--- config.mk ---
export PLATFORM = sky130hd
export DESIGN_NAME = wdt_apb_servicer_flat
export DESIGN_NICKNAME = d
export VERILOG_FILES = /design/src/rtl/wdt_apb_servicer_if.sv /design/src/rtl/wdt_apb_servicer.sv /design/src/flat_wrapper.sv
export SDC_FILE = /design/constraint.sdc
export NUM_CORES = 1
export LEC_CHECK = 0
export BUFFER_PORTS_ARGS = -buffer_cell sky130_fd_sc_hd__clkbuf_2
export CAP_MARGIN = 20
export CORE_MARGIN = 5
export CORE_UTILIZATION = 52
export DETAILED_ROUTE_END_ITERATION = 10
export PLACE_DENSITY = 0.8
export SETUP_SLACK_MARGIN = 0.05
export SLEW_MARGIN = 25
export SYNTH_ARGS = -nofsm -noshare
export SYNTH_HDL_FRONTEND = slang
export SYNTH_SLANG_ARGS = --single-unit
--- constraint.sdc ---
create_clock -name pclk -period 3.37 [get_ports pclk]
set_clock_uncertainty 0.2 [all_clocks]
set_input_delay 0.674 -clock pclk [delete_from_list [all_inputs] [get_ports pclk]]
set_output_delay 0.674 -clock pclk [all_outputs]
set_load 0.02 [all_outputs]
--- src/rtl/wdt_apb_servicer_if.sv ---
// Bundle of the command/response handshake and the APB3 requester bus for
// wdt_apb_servicer.
//   master : the servicer side. It drives the APB control, address and write data,
//            cmd_ready and the response signals.
//   slave  : the environment side. It drives the commands and the APB slave
//            responses.
interface wdt_apb_servicer_if #(
    parameter int ADDR_W = 12
);
    logic              cmd_valid;
    logic              cmd_ready;
    logic [1:0]        cmd_op;
    logic [31:0]       cmd_data;
    logic              rsp_valid;
    logic [31:0]       rsp_data;
    logic              rsp_err;
    logic              busy;
    logic              psel;
    logic              penable;
    logic              pwrite;
    logic [ADDR_W-1:0] paddr;
    logic [31:0]       pwdata;
    logic [31:0]       prdata;
    logic              pready;
    logic              pslverr;

    modport master (
        input  cmd_valid, cmd_op, cmd_data, prdata, pready, pslverr,
        output cmd_ready, rsp_valid, rsp_data, rsp_err, busy,
               psel, penable, pwrite, paddr, pwdata
    );

    modport slave (
        output cmd_valid, cmd_op, cmd_data, prdata, pready, pslverr,
        input  cmd_ready, rsp_valid, rsp_data, rsp_err, busy,
               psel, penable, pwrite, paddr, pwdata
    );
endinterface

--- src/rtl/wdt_apb_servicer.sv ---
// APB3 requester that services a watchdog register slave.
// A single command expands into a correctly ordered APB sequence:
//   KICK       : W LOCK=LOCK_KEY, W ICR=1,        W LOCK=0
//   RELOAD     : W LOCK=LOCK_KEY, W LOAD=cmd_data, W LOCK=0
//   READ_VALUE : R VALUE
//   READ_RIS   : R RIS
// Ports:
//   pclk, presetn : clock, and an asynchronous active-low reset
//   bus           : command/response handshake plus the APB requester
//                   signals (master modport)
module wdt_apb_servicer #(
    parameter int          ADDR_W   = 12,
    parameter logic [31:0] LOCK_KEY = 32'h1ACC_E551,
    parameter int          TIMEOUT  = 16
) (
    input  logic               pclk,
    input  logic               presetn,
    wdt_apb_servicer_if.master bus
);
    localparam logic [ADDR_W-1:0] A_LOAD  = ADDR_W'(12'h000);
    localparam logic [ADDR_W-1:0] A_VALUE = ADDR_W'(12'h004);
    localparam logic [ADDR_W-1:0] A_ICR   = ADDR_W'(12'h00C);
    localparam logic [ADDR_W-1:0] A_RIS   = ADDR_W'(12'h010);
    localparam logic [ADDR_W-1:0] A_LOCK  = ADDR_W'(12'hC00);

    localparam int              WAIT_W    = (TIMEOUT > 0) ? $clog2(TIMEOUT + 1) : 1;
    localparam logic [WAIT_W-1:0] WAIT_LAST = (TIMEOUT > 0) ? WAIT_W'(TIMEOUT - 1) : '0;

    // S_ABORT is the single idle-bus cycle that follows a timed-out step.
    typedef enum logic [2:0] {S_IDLE, S_SETUP, S_ACCESS, S_ABORT, S_RESP} state_t;

    state_t            r_state, w_state_nxt;
    logic [1:0]        r_op, r_step, w_step_nxt;
    logic [31:0]       r_data, r_rdata;
    logic              r_err, w_err_nxt;
    logic [WAIT_W-1:0] r_wait;
    logic              r_pwrite;
    logic [ADDR_W-1:0] r_paddr;
    logic [31:0]       r_pwdata;

    logic              w_load, w_is_rd, w_relock_pending, w_timeout;
    logic [1:0]        w_op;
    logic [31:0]       w_ld;
    logic [ADDR_W-1:0] w_paddr;
    logic [31:0]       w_pwdata;
    logic              w_pwrite;

    assign w_is_rd          = r_op[1];
    // A failing write step before the relock still jumps to the relock step.
    assign w_relock_pending = !w_is_rd && (r_step != 2'd2);
    // This fires on the TIMEOUT-th consecutive wait cycle of a step.
    assign w_timeout        = (TIMEOUT > 0) && !bus.pready && (r_wait == WAIT_LAST);

    always_comb begin
        w_state_nxt = r_state;
        w_step_nxt  = r_step;
        w_err_nxt   = r_err;
        w_load      = 1'b0;
        case (r_state)
            S_IDLE: begin
                if (bus.cmd_valid) begin
                    w_state_nxt = S_SETUP;
                    w_step_nxt  = 2'd0;
                    w_err_nxt   = 1'b0;
                    w_load      = 1'b1;
                end
            end
            S_SETUP: w_state_nxt = S_ACCESS;
            S_ACCESS: begin
                if (bus.pready) begin
                    if (bus.pslverr) w_err_nxt = 1'b1;
                    if (bus.pslverr && w_relock_pending) begin
                        w_step_nxt  = 2'd2;
                        w_state_nxt = S_SETUP;
                        w_load      = 1'b1;
                    end else if (w_is_rd || r_step == 2'd2) begin
                        w_state_nxt = S_RESP;
                    end else begin
                        w_step_nxt  = r_step + 2'd1;
                        w_state_nxt = S_SETUP;
                        w_load      = 1'b1;
                    end
                end else if (w_timeout) begin
                    w_err_nxt   = 1'b1;
                    w_state_nxt = S_ABORT;
                end
            end
            S_ABORT: begin
                if (w_relock_pending) begin
                    w_step_nxt  = 2'd2;
                    w_state_nxt = S_SETUP;
                    w_load      = 1'b1;
                end else begin
                    w_state_nxt = S_RESP;
                end
            end
            S_RESP:  w_state_nxt = S_IDLE;
            default: w_state_nxt = S_IDLE;
        endcase
    end

    // Decode the step about to be presented. In IDLE, the not-yet-latched
    // command fields are used, so that the first SETUP already shows the
    // right address.
    always_comb begin
        w_op     = (r_state == S_IDLE) ? bus.cmd_op   : r_op;
        w_ld     = (r_state == S_IDLE) ? bus.cmd_data : r_data;
        w_paddr  = A_LOCK;
        w_pwdata = '0;
        w_pwrite = 1'b1;
        if (w_op[1]) begin
            w_pwrite = 1'b0;
            w_paddr  = w_op[0] ? A_RIS : A_VALUE;
        end else begin
            case (w_step_nxt)
                2'd0: begin
                    w_paddr  = A_LOCK;
                    w_pwdata = LOCK_KEY;
                end
                2'd1: begin
                    w_paddr  = w_op[0] ? A_LOAD : A_ICR;
                    w_pwdata = w_op[0] ? w_ld   : 32'h1;
                end
                default: begin
                    w_paddr  = A_LOCK;
                    w_pwdata = '0;
                end
            endcase
        end
    end

    always_ff @(posedge pclk or negedge presetn) begin
        if (!presetn) begin
            r_state  <= S_IDLE;
            r_op     <= '0;
            r_step   <= '0;
            r_data   <= '0;
            r_rdata  <= '0;
            r_err    <= 1'b0;
            r_wait   <= '0;
            r_pwrite <= 1'b0;
            r_paddr  <= '0;
            r_pwdata <= '0;
        end else begin
            r_state <= w_state_nxt;
            r_step  <= w_step_nxt;
            r_err   <= w_err_nxt;
            if (r_state == S_IDLE && bus.cmd_valid) begin
                r_op    <= bus.cmd_op;
                r_data  <= bus.cmd_data;
                r_rdata <= '0;
            end
            if (w_load) begin
                r_paddr  <= w_paddr;
                r_pwdata <= w_pwdata;
                r_pwrite <= w_pwrite;
            end
            if (r_state == S_SETUP)
                r_wait <= '0;
            else if (r_state == S_ACCESS && !bus.pready && TIMEOUT > 0)
                r_wait <= r_wait + 1'b1;
            if (r_state == S_ACCESS && bus.pready && w_is_rd)
                r_rdata <= bus.prdata;
        end
    end

    assign bus.psel      = (r_state == S_SETUP) || (r_state == S_ACCESS);
    assign bus.penable   = (r_state == S_ACCESS);
    assign bus.pwrite    = r_pwrite;
    assign bus.paddr     = r_paddr;
    assign bus.pwdata    = r_pwdata;
    assign bus.cmd_ready = (r_state == S_IDLE);
    assign bus.busy      = (r_state != S_IDLE);
    assign bus.rsp_valid = (r_state == S_RESP);
    assign bus.rsp_err   = (r_state == S_RESP) && r_err;
    assign bus.rsp_data  = (r_state == S_RESP && !r_err) ? r_rdata : '0;
endmodule

--- src/flat_wrapper.sv ---
// flat-port wrapper written by rule: the top's interface ports become plain ports
module wdt_apb_servicer_flat 
#(
    parameter int          ADDR_W   = 12,
    parameter logic [31:0] LOCK_KEY = 32'h1ACC_E551,
    parameter int          TIMEOUT  = 16
)
  (pclk, presetn, bus_cmd_valid, bus_cmd_op, bus_cmd_data, bus_prdata, bus_pready, bus_pslverr, bus_cmd_ready, bus_rsp_valid, bus_rsp_data, bus_rsp_err, bus_busy, bus_psel, bus_penable, bus_pwrite, bus_paddr, bus_pwdata);
  wdt_apb_servicer_if #(.ADDR_W(ADDR_W)) bus_i ();
  input  logic pclk;
  input  logic presetn;
  input wire logic [$bits(bus_i.cmd_valid)-1:0] bus_cmd_valid;
  input wire logic [$bits(bus_i.cmd_op)-1:0] bus_cmd_op;
  input wire logic [$bits(bus_i.cmd_data)-1:0] bus_cmd_data;
  input wire logic [$bits(bus_i.prdata)-1:0] bus_prdata;
  input wire logic [$bits(bus_i.pready)-1:0] bus_pready;
  input wire logic [$bits(bus_i.pslverr)-1:0] bus_pslverr;
  output wire logic [$bits(bus_i.cmd_ready)-1:0] bus_cmd_ready;
  output wire logic [$bits(bus_i.rsp_valid)-1:0] bus_rsp_valid;
  output wire logic [$bits(bus_i.rsp_data)-1:0] bus_rsp_data;
  output wire logic [$bits(bus_i.rsp_err)-1:0] bus_rsp_err;
  output wire logic [$bits(bus_i.busy)-1:0] bus_busy;
  output wire logic [$bits(bus_i.psel)-1:0] bus_psel;
  output wire logic [$bits(bus_i.penable)-1:0] bus_penable;
  output wire logic [$bits(bus_i.pwrite)-1:0] bus_pwrite;
  output wire logic [$bits(bus_i.paddr)-1:0] bus_paddr;
  output wire logic [$bits(bus_i.pwdata)-1:0] bus_pwdata;
  assign bus_i.cmd_valid = bus_cmd_valid;
  assign bus_i.cmd_op = bus_cmd_op;
  assign bus_i.cmd_data = bus_cmd_data;
  assign bus_i.prdata = bus_prdata;
  assign bus_i.pready = bus_pready;
  assign bus_i.pslverr = bus_pslverr;
  assign bus_cmd_ready = bus_i.cmd_ready;
  assign bus_rsp_valid = bus_i.rsp_valid;
  assign bus_rsp_data = bus_i.rsp_data;
  assign bus_rsp_err = bus_i.rsp_err;
  assign bus_busy = bus_i.busy;
  assign bus_psel = bus_i.psel;
  assign bus_penable = bus_i.penable;
  assign bus_pwrite = bus_i.pwrite;
  assign bus_paddr = bus_i.paddr;
  assign bus_pwdata = bus_i.pwdata;
  wdt_apb_servicer #(.ADDR_W(ADDR_W), .LOCK_KEY(LOCK_KEY), .TIMEOUT(TIMEOUT)) u_core (.pclk(pclk), .presetn(presetn), .bus(bus_i));
endmodule
=== Yosys cells after proc, flatten, opt, wreduce, memory -nomap -nowiden ===
Index checks and enable logic that the tools add are counted.
W data, S select, Z words.

* Input port bits: 71
* Word-level logic and storage cells: 84
* Output and inout bits: 83
* Flip-flop bits (word level): 122

* Reduce and logical (&&, ||, !) cells: 22
* Muxes and demuxes: 39
* $add $sub $neg: 2
* Equality and inequality tests: 11

{| class="wikitable"
|+ Operators with widths
! operator !! count
|-
| $mux W32 || 6
|-
| $pmux W32 S2 || 1
|-
| $mux W12 || 2
|-
| $mux W3 || 6
|-
| $mux W5 || 3
|-
| $mux W2 || 6
|-
| $pmux W3 S4 || 1
|-
| $mux W1 || 10
|-
| $logic_and A1 B1 Y1 || 9
|-
| $eq A3 B2 Y1 const B || 2
|-
| $pmux W2 S3 || 1
|-
| $reduce_bool A2 Y1 || 3
|-
| $add A5 B1 Y5 const B || 1
|-
| $eq A5 B4 Y1 const B || 1
|-
| $mux W4 || 1
|-
| $ne A2 B2 Y1 const B || 2
|-
| $reduce_and A4 Y1 || 1
|-
| $eq A3 B1 Y1 const B || 1
|-
| $eq A3 B3 Y1 const B || 1
|-
| $logic_not A1 Y1 || 3
|-
| $logic_not A3 Y1 || 1
|-
| $ne A3 B2 Y1 const B || 1
|-
| $ne A3 B3 Y1 const B || 1
|-
| $pmux W1 S3 || 1
|-
| other kinds (8) || 9
|}

=== Logic depth before layout (Yosys ltp) ===
Gate-level depths: netlist of run 1.

* Depth in word-level cells: 9
* Mapped depth: 11
* Depth with buffers taken out: 10

=== Worst setup path after synthesis of run 1 ===
Ideal clock, no wire load.

* Path type: register -> output
* Start: register u_core.r_state[0]
* End: output bus_rsp_data[10]
* Cell stages (with the launch flop): 8
* Slack: 0.671 ns
* Required time: 2.496 ns
* Data arrival time: 1.825 ns
* Path through: dfrtp_1 -> clkbuf_1 -> buf_1 -> nor2_1 -> and2_1 -> nor2b_1 -> clkbuf_1 -> and2_1

* Longest elaborated chain between the ends: 3

{| class="wikitable"
|+ Ends and longest elaborated chain
! what !! line !! RTL
|-
| start, declared || wdt_apb_servicer.sv:32 || <nowiki>state_t r_state, w_state_nxt;</nowiki>
|-
| start signal, assigned || wdt_apb_servicer.sv:145 || <nowiki>r_state <= w_state_nxt;</nowiki>
|-
| $eq A3 B3 Y1 || - ||
|-
| via bus_rsp_valid || flat_wrapper.sv:19 || <nowiki>output wire logic [$bits(bus_i.rsp_valid)-1:0] bus_rsp_valid;</nowiki>
|-
| $logic_and A1 B1 Y1 || wdt_apb_servicer.sv:176 || <nowiki>assign bus.rsp_data = (r_state == S_RESP && !r_err) ? r_rdata : '0;</nowiki>
|-
| $mux W32 || wdt_apb_servicer.sv:176 ||
|-
| end, declared || flat_wrapper.sv:20 || <nowiki>output wire logic [$bits(bus_i.rsp_data)-1:0] bus_rsp_data;</nowiki>
|}

The timed path passes the listed nets, and every way through them passes these cells.

=== Final worst setup path of run 1 ===
* Start: register u_core.r_state[0]
* End: output bus_rsp_data[10]

* Longest elaborated chain between the ends: 3

{| class="wikitable"
|+ Ends and longest elaborated chain
! what !! line
|-
| $eq A3 B3 Y1 || wdt_apb_servicer.sv:176
|-
| $logic_and A1 B1 Y1 || wdt_apb_servicer.sv:176
|-
| $mux W32 || wdt_apb_servicer.sv:176
|}

Every way passes these cells.

==> impl_metrics.json, run 1 <==
{
  "core-area_um2": 10180,
  "io_port_bufs": 146,
  "area_delta_synth_final_pct": 26.55,
  "route.final.wire_length_um": 12730,
  "worst-endpoint-required_ns": 2.50,
  "cts_setup_buffers": 0,
  "slew-limit-headroom_pct": 46.28,
  "drc": 0,
  "power.leakage_nw": 3.333,
  "clkLatencyLatePin_ns": 0.50,
  "vias_in_the_first_global_route": 4305,
  "tritoncts_clock_tree": "built",
  "synth_area_leaders": "sky130_fd_sc_hd__dfrtp_1 53%, sky130_fd_sc_hd__mux2_2 7.4%, sky130_fd_sc_hd__mux2i_1 6.4%, sky130_fd_sc_hd__nand2_1 6.3%, sky130_fd_sc_hd__o21ai_0 5.6%",
  "synthArstFlopShare_pct": 100.0,
  "vias_per_cell": 5.277,
  "final_total_pwr_w": 0.006414,
  "synth-edff-count": 0,
  "rsz0062_at_grt": "false",
  "grt_pass1_wl_um": 21090,
  "detailroute.via_count": 4206,
  "gates_resized_cts_repair": 0,
  "post-synth-top-count-cell": "sky130_fd_sc_hd__dfrtp_1",
  "ant_nets": 0,
  "count_of_placed_standard_cells_in_the_final_layout_fillers_left_out": 797,
  "start_util_pct": 52.42,
  "peakVddDrop_v": 0.0005706,
  "yosysUniqueCellTypes": 42,
  "die-area_um2": 12390,
  "routed_wire_length_per_instance_um": 15.97,
  "worst-slew-pin-transition_ns": 0.8057,
  "period_share_pct": 93.34,
  "max_freq_mhz": 317.9,
  "numCtsBuffers": 17,
  "hold_class": "input pin to asynchronous set/reset pin",
  "first_iter_violations": 307,
  "die_height_um": 111.3,
  "critical_path_class": "flop to output pin",
  "top_level_ports": 154,
  "gpl.final_weighted_congestion": 0.8508,
  "critical_path.max_fanout": 32,
  "grt_overflow": 0,
  "grt_start_max_net_pins": 69,
  "slew_violations": 0,
  "antenna-diode-count": 0,
  "synthesis.area_um2": 5339,
  "timing_hold_violations_final": 0,
  "synth_top_area_cell": "sky130_fd_sc_hd__dfrtp_1",
  "post_synth_inst_count": 510,
  "master_cell_of_the_clock_root_buffer": "sky130_fd_sc_hd__clkbuf_8",
  "setup_viol": 0,
  "finalNetCount": 723,
  "timing.setup.tns_ns": 0,
  "ys_top_cells_by_count": "114 x sky130_fd_sc_hd__dfrtp_1, 89 x sky130_fd_sc_hd__nand2_1, 60 x sky130_fd_sc_hd__o21ai_0",
  "yosys_most_used_dff": "sky130_fd_sc_hd__dfrtp_1",
  "post_route_cells_drive_above_1_share_pct": 36.46,
  "placed_cells_incl_taps": 765,
  "postSynthRegisterBits": 114,
  "power_density_nw_per_um2": 949.4,
  "status": "completed",
  "cts.clk_slew.worst_paths_ns": 0.06,
  "cts-htree-levels": 4,
  "worstPathArrival_ns": 2.27,
  "fin_hold_ws_ns": 0.02020,
  "track_usage_pct": 20.86,
  "final.min_clock_period_ns": 3.145,
  "cts_sinks": 114,
  "place_hpwl_um": 8942,
  "start_kind": "flop",
  "avgSynthCellArea_um2": 10.47,
  "post-route-util_pct": 66.34,
  "ys_warn_count": 0,
  "grt_antenna_before_repair": 0,
  "cts_buffer_depth": 2,
  "synth_top_area_share_pct": 53.43,
  "synth-seq-area-share_pct": 53.43,
  "detail_route.first_pass.iterations": 4,
  "cts-hold-fix-buffers": 0,
  "endpoint_kind": "output pin",
  "total_number_of_placement_rows": 37,
  "die_w_um": 111.3,
  "filler_cell_count": 796,
  "max_cap_viol_count": 0
}
-- cells by family after synthesis --
kind of cell / after synthesis / share of synthesized area (%)
and+or+nand+nor: 164 / 14.48
DFF: 114 / 53.43
AOI/OAI and AO/OA: 105 / 12.66
muxes: 69 / 13.76
buffers and inverters: 52 / 4.500
adders and majority gates: 4 / 0.9375
other: 1 / 0.07024
xor gates and xnor gates: 1 / 0.1641
-- final cells by class --
| cell class | count | area (um2) | area share, % |
|---|---|---|---|
| well taps | 136 | 170.2 | 2.519 |
| multi-input cells | 350 | 2281 | 33.76 |
| flip-flops and latches | 114 | 2853 | 42.22 |
| inverters | 8 | 30.03 | 0.4444 |
| repair buffers | 157 | 828.3 | 12.26 |
| clock buffers | 20 | 435.4 | 6.444 |
| clock inverters | 12 | 158.9 | 2.352 |
-- registers in the layout, summed over array words and instances, names as in the netlist --
| register | count |
|---|---|
| u_core.bus.paddr | 4 |
| u_core.bus.pwdata | 32 |
| u_core.bus.pwrite | 1 |
| u_core.r_data | 32 |
| u_core.r_err | 1 |
| u_core.r_op | 2 |
| u_core.r_rdata | 32 |
| u_core.r_state | 3 |
| u_core.r_step | 2 |
| u_core.r_wait | 5 |
-- per-stage QoR --
step           setup WS, ns  area (um2)
2_1_floorplan        0.6713        5361
3_3_place_gp         0.7010        6162
3_5_place_dp         0.3776        6162
4_1_cts              0.2099        6756
5_1_grt             0.08996        6756
6_report             0.2246        6756
-- final timing paths --
path / slack (ns) / startpoint / to / depth (start not counted)
max: 0.22 / u_core.r_state[0] / bus_rsp_data[10] / 7
min: 0.02 / presetn / u_core.r_wait[4] / 1
max reg2reg: 0.41 / u_core.r_step[0] / u_core.bus.pwdata[31] / 10
min reg2reg: 0.29 / u_core.bus.pwdata[9] / u_core.bus.pwdata[9] / 2
max in group asynchronous: 2.20 / presetn / u_core.r_data[23] / 2
min in group pclk: 0.17 / bus_prdata[30] / u_core.r_rdata[30] / 3
-- layer usage --
| metal | global-route usage [%] | up-vias | part of all wire (%) |
|---|---|---|---|
| li1 | - | 2013 | - |
| met1 | 25.58 | 2035 | 42 |
| met2 | 35.30 | 146 | 50 |
| met3 | 6.987 | 12 | 7.4 |
| met4 | 5.921 | 0 | 1.3 |
| met5 | 0 | - | 0 |
-- power breakdown --
group | total [W] | switching (W) | internal [W]
clock | 0.00178 | 0.000631 | 0.00115
sequential | 0.00227 | 0.000352 | 0.00192
combinational | 0.00237 | 0.00138 | 0.000987
-- worst max-delay path: stages (launching register included) --
cell                       delay [ns]
sky130_fd_sc_hd__dfrtp_1         0.48
sky130_fd_sc_hd__buf_4           0.23
sky130_fd_sc_hd__nor2_1          0.13
sky130_fd_sc_hd__and2_1          0.17
sky130_fd_sc_hd__nor2b_1         0.14
sky130_fd_sc_hd__buf_4           0.26
sky130_fd_sc_hd__and2_1          0.18
sky130_fd_sc_hd__clkbuf_2        0.17
-- cell usage in the layout, fill, tap and decap left out, types with 2 or more instances in the layout --
cell                         netlist  routed
sky130_fd_sc_hd__a21oi_1           7       7
sky130_fd_sc_hd__a22o_1           16      16
sky130_fd_sc_hd__and2_1           33      33
sky130_fd_sc_hd__and3_1            3       2
sky130_fd_sc_hd__buf_4             8      11
sky130_fd_sc_hd__bufinv_16         0       3
sky130_fd_sc_hd__clkbuf_1         28       2
sky130_fd_sc_hd__clkbuf_16         0      16
sky130_fd_sc_hd__clkbuf_2          0     145
sky130_fd_sc_hd__clkbuf_8          0       2
sky130_fd_sc_hd__clkinv_4          0       3
sky130_fd_sc_hd__clkinvlp_4        0       5
sky130_fd_sc_hd__conb_1            1       7
sky130_fd_sc_hd__dfrtp_1         114     114
sky130_fd_sc_hd__ha_1              4       4
sky130_fd_sc_hd__inv_1             7       7
sky130_fd_sc_hd__mux2_2           35      35
sky130_fd_sc_hd__mux2i_1          34      34
sky130_fd_sc_hd__nand2_1          89      89
sky130_fd_sc_hd__nand2b_1          4       4
sky130_fd_sc_hd__nand3_1           7       7
sky130_fd_sc_hd__nor2_1           16      16
sky130_fd_sc_hd__nor3_1            3       3
sky130_fd_sc_hd__o21ai_0          60      60
sky130_fd_sc_hd__o21ai_2          10      10
sky130_fd_sc_hd__or3_1             2       2
sky130_fd_sc_hd__or3b_2            2       2
No activity file was read; power rests on OpenSTA's default activity.
==> run 2, diff against run 1 <==
--- a/config.mk
+++ b/config.mk
@@ -8,9 +8,9 @@
 export BUFFER_PORTS_ARGS = -buffer_cell sky130_fd_sc_hd__clkbuf_2
 export CAP_MARGIN = 20
 export CORE_MARGIN = 5
-export CORE_UTILIZATION = 52
+export CORE_UTILIZATION = 56
 export DETAILED_ROUTE_END_ITERATION = 10
-export PLACE_DENSITY = 0.8
+export PLACE_DENSITY = 0.85
 export SETUP_SLACK_MARGIN = 0.05
 export SLEW_MARGIN = 25
 export SYNTH_ARGS = -nofsm -noshare
==> constraint.sdc (replaced) <==
create_clock -name pclk -period 3.9 [get_ports pclk]
set_clock_uncertainty 0.2 [all_clocks]
set_input_delay 0.78 -clock pclk [delete_from_list [all_inputs] [get_ports pclk]]
set_output_delay 0.78 -clock pclk [all_outputs]
set_load 0.02 [all_outputs]
==> run 2 against run 1 <==
  * First-iteration DRC count fell by 21%
  * Die area shrank 6.5%
  * Register-to-register slack improved by 0.32 ns
  * Total power down 14%
  * Combinational power fell by 14%
  * Final cell count decreased by 1.4%
  * Critical path type unchanged
==> impl_metrics.json, run 2 (synthesis gave the netlist of run 1 again) <==
{
  "peakVddDrop_v": 0.0005202,
  "cts_buffer_depth": 2,
  "status": "completed",
  "total_number_of_placement_rows": 35,
  "power.leakage_nw": 3.325,
  "critical_path.max_fanout": 34,
  "cts_sinks": 114,
  "worst-endpoint-required_ns": 2.92,
  "ff2ff_path_depth": 10,
  "place_hpwl_um": 8909,
  "start_kind": "flop",
  "vias_per_cell": 5.389,
  "grt_pass1_wl_um": 21400,
  "setup.reg_to_reg.worst_slack_ns": 0.73,
  "power_density_nw_per_um2": 825.3,
  "numCtsBuffers": 17,
  "endpoint_kind": "output pin",
  "route.final.wire_length_um": 13070,
  "rsz0062_at_grt": "false",
  "slew-limit-headroom_pct": 39.26,
  "cts.clk_slew.worst_paths_ns": 0.06,
  "critical_path_class": "flop to output pin",
  "post_route_cells_drive_above_1_share_pct": 36.38,
  "count_of_placed_standard_cells_in_the_final_layout_fillers_left_out": 786,
  "worstPathArrival_ns": 2.41,
  "io_port_bufs": 146,
  "max_cap_viol_count": 0,
  "grt_overflow": 0,
  "detail_route.first_pass.iterations": 6,
  "grt_antenna_before_repair": 0,
  "gpl.final_weighted_congestion": 0.8324,
  "timing.setup.tns_ns": 0,
  "first_iter_violations": 243,
  "period_share_pct": 86.92,
  "max_freq_mhz": 295.0,
  "top_library_cells_by_usage_in_the_layout_fill_and_taps_aside": "145 x sky130_fd_sc_hd__clkbuf_2, 114 x sky130_fd_sc_hd__dfrtp_1, 89 x sky130_fd_sc_hd__nand2_1",
  "antenna-diode-count": 0,
  "area_delta_synth_final_pct": 25.83,
  "timing.rr.start": "u_core.r_step[0]",
  "drc": 0,
  "top_level_ports": 154,
  "cts-hold-fix-buffers": 0,
  "path_cells": "or3_1 > inv_2 > buf_4 > clkbuf_2",
  "track_usage_pct": 23.47,
  "tritoncts_clock_tree": "built",
  "clkLatencyLatePin_ns": 0.50,
  "placed_cells_incl_taps": 754,
  "routed_wire_length_per_instance_um": 16.63,
  "timing_hold_violations_final": 0,
  "critPathSlowestCell": "sky130_fd_sc_hd__or3_1",
  "final.min_clock_period_ns": 3.390,
  "worst-slew-pin-transition_ns": 0.9110,
  "cts_setup_buffers": 0,
  "start_util_pct": 57.51,
  "core-area_um2": 9284,
  "setup_viol": 0,
  "layout.cells.most_common": "sky130_fd_sc_hd__clkbuf_2",
  "finalNetCount": 719,
  "gates_resized_cts_repair": 0,
  "master_cell_of_the_clock_root_buffer": "sky130_fd_sc_hd__clkbuf_8",
  "placed_cell_area_um2": 6123,
  "crit_path_max_incr_delay_ns": 0.54,
  "slew_violations": 0,
  "vias_in_the_first_global_route": 4289,
  "grt_start_max_net_pins": 66,
  "die_w_um": 107.6,
  "cts-htree-levels": 4,
  "postLayoutCellArea_um2": 6718,
  "die_height_um": 107.6,
  "hold_class": "input pin to asynchronous set/reset pin",
  "crit-reg2reg-capture": "u_core.bus.pwdata[20]",
  "die-area_um2": 11590,
  "detailroute.via_count": 4236,
  "ant_nets": 0
}
## run 2: power by group
part           internal, W  leakage (nW)  switching (W)
Combinational     0.000832          1.57        0.00121
Clock             0.000978         0.285       0.000565
Sequential         0.00166          1.47       0.000296
Total              0.00347          3.32        0.00207
## run 2: layout make-up
type                            instances  area, um2
Clock inverter                         15      180.2
Clock buffer                           17      414.1
Timing Repair Buffer                  153      798.3
Multi-Input combinational cell        350       2281
Fill cell                             675       2566
Inverter                                8      30.03
Sequential cell                       114       2853
Tap cell                              129      161.4
## run 2: critical path, delay by kind of cell (launching register included)
family                 cells  cell delay, ns
buffers and inverters      3            0.84
AND/OR/NAND/NOR            1            0.54
flip-flops                 1            0.50
## run 2: through the flow
stage / total power, W / hold WS [ns] / worst slack, ns / utilization, %
floorplan: 0.003407 / 0.2707 / 1.095 / -
global placement: 0.003864 / 0.2691 / 0.9703 / 65.96
detailed placement: 0.003989 / 0.2781 / 0.7974 / 65.96
CTS: 0.005571 / 0.2011 / 0.5132 / 72.36
global route: 0.005885 / 0.2470 / 0.4130 / 72.36
finish: 0.005544 / 0.1755 / 0.5102 / 72.36
## run 2: worst max path at each step
stage,startpoint,cells after the start,endpoint
floorplan,u_core.r_state[0],7,bus_rsp_data[10]
global placement,bus_cmd_valid,6,u_core.bus.pwdata[31]
detailed placement,u_core.r_step[0],10,u_core.bus.pwdata[30]
CTS,u_core.r_state[1],4,bus_cmd_ready
global route,u_core.r_state[1],4,bus_cmd_ready
finish,u_core.r_state[1],4,bus_cmd_ready
## run 2: routing by layer
layer	global-route usage [%]	part of all wire (%)
met2	39.56	50
met1	29.50	41
met3	7.499	7.8
met5	0	0
met4	5.591	1.1
==> run 3, diff against run 2 <==
--- a/config.mk
+++ b/config.mk
@@ -5,12 +5,12 @@
 export SDC_FILE = /design/constraint.sdc
 export NUM_CORES = 1
 export LEC_CHECK = 0
-export BUFFER_PORTS_ARGS = -buffer_cell sky130_fd_sc_hd__clkbuf_2
 export CAP_MARGIN = 20
 export CORE_MARGIN = 5
-export CORE_UTILIZATION = 56
+export CORE_UTILIZATION = 65
 export DETAILED_ROUTE_END_ITERATION = 10
-export PLACE_DENSITY = 0.85
+export DONT_BUFFER_PORTS = 1
+export PLACE_DENSITY = 0.81
 export SETUP_SLACK_MARGIN = 0.05
 export SLEW_MARGIN = 25
 export SYNTH_ARGS = -nofsm -noshare
==> run 3 against run 2 <==
  * Total power decreased by 5.4%
  * Final cell count decreased by 21%
  * Sequential power increased by 9%
  * Core utilization increased by 1.2 points
  * First-iteration DRC count decreased by 13%
  * Wire length decreased by 12%
  * Non-clock buffer count decreased by 142
  * Sequential share of layout area increased by 5.5 points
==> impl_metrics.json, run 3 (synthesis gave the netlist of run 1 again) <==
{
  "place_hpwl_um": 7671,
  "cts_sinks": 114,
  "endpoint_kind": "output pin",
  "top_level_ports": 154,
  "start_kind": "flop",
  "slew-limit-headroom_pct": 39.51,
  "setup_viol": 0,
  "tritoncts_clock_tree": "built",
  "rsz0062_at_grt": "false",
  "clkLatencyLatePin_ns": 0.50,
  "critical_path_class": "flop to output pin",
  "grt_antenna_before_repair": 0,
  "vias_per_cell": 5.890,
  "gpl.final_weighted_congestion": 0.8080,
  "start_util_pct": 65.97,
  "comb_power_share_pct": 31.7,
  "route.final.wire_length_um": 11510,
  "cts_buffer_depth": 2,
  "multi_input_comb_area_um2": 2273,
  "top_library_cells_by_usage_in_the_layout_fill_and_taps_aside": "114 x sky130_fd_sc_hd__dfrtp_1, 89 x sky130_fd_sc_hd__nand2_1, 60 x sky130_fd_sc_hd__o21ai_0",
  "power.leakage_nw": 2.686,
  "timing.setup.tns_ns": 0,
  "finalNetCount": 577,
  "routed_wire_length_per_instance_um": 18.56,
  "internal_power_w": 0.003293,
  "power_density_nw_per_um2": 881.7,
  "grt_start_max_net_pins": 115,
  "peakVddDrop_v": 0.0005515,
  "core-area_um2": 8093,
  "net-switching-power_w": 0.001954,
  "drc": 0,
  "cts.clk_slew.worst_paths_ns": 0.06,
  "master_cell_of_the_clock_root_buffer": "sky130_fd_sc_hd__clkbuf_8",
  "timing_hold_violations_final": 0,
  "grt_pass1_wl_um": 19000,
  "cts-htree-levels": 4,
  "final.min_clock_period_ns": 3.308,
  "antenna-diode-count": 0,
  "worstPathArrival_ns": 2.33,
  "status": "completed",
  "seqPwrFrac_pct": 40.8,
  "max_cap_viol_count": 0,
  "timing.rr.start": "u_core.r_state[0]",
  "die_height_um": 100.6,
  "die-area_um2": 10130,
  "die_w_um": 100.6,
  "period_share_pct": 84.83,
  "max_freq_mhz": 302.3,
  "area_delta_synth_final_pct": 11.46,
  "vias_in_the_first_global_route": 3750,
  "detailroute.via_count": 3652,
  "grt_overflow": 0,
  "slew_violations": 0,
  "hold_class": "input pin to asynchronous set/reset pin",
  "total_number_of_placement_rows": 33,
  "area.sequential_um2": 2853,
  "filler_cell_count": 580,
  "critical_path.max_fanout": 32,
  "final_total_pwr_w": 0.005247,
  "sw_frac_of_total_pct": 37.24,
  "worst-endpoint-required_ns": 2.92,
  "numCtsBuffers": 17,
  "io_port_bufs": 0,
  "track_usage_pct": 23.95,
  "post_route_cells_drive_above_1_share_pct": 17.86,
  "p_clk_share_pct": 27.5,
  "detail_route.first_pass.iterations": 5,
  "ant_nets": 0,
  "critical_path.startpoint": "u_core.r_state[0]",
  "worst-slew-pin-transition_ns": 0.9073,
  "cts_setup_buffers": 0,
  "layout.cells.most_common": "sky130_fd_sc_hd__dfrtp_1",
  "first_iter_violations": 211
}
[run 3: changes by cell type in the layout (fill, tap and decap cells not counted), sizes merged]
cell,previous run,this run
clkinvlp,3,4
inv,12,9
bufinv,3,2
buf,8,11
clkbuf,162,20
[run 3: power by group through the flow]
| stage | sequential [W] | combinational, W | clock, W |
|---|---|---|---|
| 2_1_floorplan | 0.00201 | 0.00140 | 0 |
| 3_3_place_gp | 0.00213 | 0.00156 | 0 |
| 3_5_place_dp | 0.00216 | 0.00163 | 0 |
| 4_1_cts | 0.00214 | 0.00168 | 0.00147 |
| 5_1_grt | 0.00221 | 0.00185 | 0.00154 |
| 6_report | 0.00214 | 0.00167 | 0.00144 |
[run 3: worst paths after layout]
path,endpoint,slack (ns),cells past startpoint
max,bus_rsp_data[13],0.59,5
max reg2reg,u_core.bus.pwdata[4],1.02,6
min,u_core.r_rdata[31],0.008,1
max in group asynchronous,u_core.bus.pwdata[11],3.05,1
min in group pclk,u_core.r_rdata[23],0.20,2
min reg2reg,u_core.r_data[31],0.30,1
[run 3: final cells by class]
class | count | share of cell area (%)
timing repair buffer | 11 | 1.724
clock buffer | 20 | 7.149
multi-input combinational | 350 | 38.20
sequential | 114 | 47.94
inverter | 8 | 0.5046
clock inverter | 12 | 2.271
tap | 105 | 2.208
[run 3: metrics by stage]
step,std cells,cell area (um2),setup slack (ns),util (%),hold WS [ns]
detailed placement,587,5363,1.122,66.26,0.2878
global route,620,5951,0.4262,73.53,0.05756
CTS,620,5951,0.5769,73.53,0.04887
finish,620,5951,0.5918,73.53,0.008052
global placement,587,5363,1.178,66.26,0.2860
floorplan,516,5361,1.095,-,0.2707
[run 3: timing repair]
action                                 4_1_cts  5_1_grt
hold buffers                                 1        0
endpoints found under the hold margin      114        0
resized for setup                            0        0
[run 3: metal layers]
metal	part of all wire [%]	vias up	global-route usage, %
met2	48	135	37.32
met3	11	11	9.689
li1	-	1723	-
met5	0	-	0
met4	1.3	0	7.979
met1	39	1783	30.60
[run 3: critical path: stages, from the launching register on]
cell and delay (ns):
sky130_fd_sc_hd__dfrtp_1 0.60, sky130_fd_sc_hd__nor2_1 0.21, sky130_fd_sc_hd__and2_1 0.29, sky130_fd_sc_hd__nor2b_1 0.17, sky130_fd_sc_hd__buf_4 0.25, sky130_fd_sc_hd__and2_1 0.30
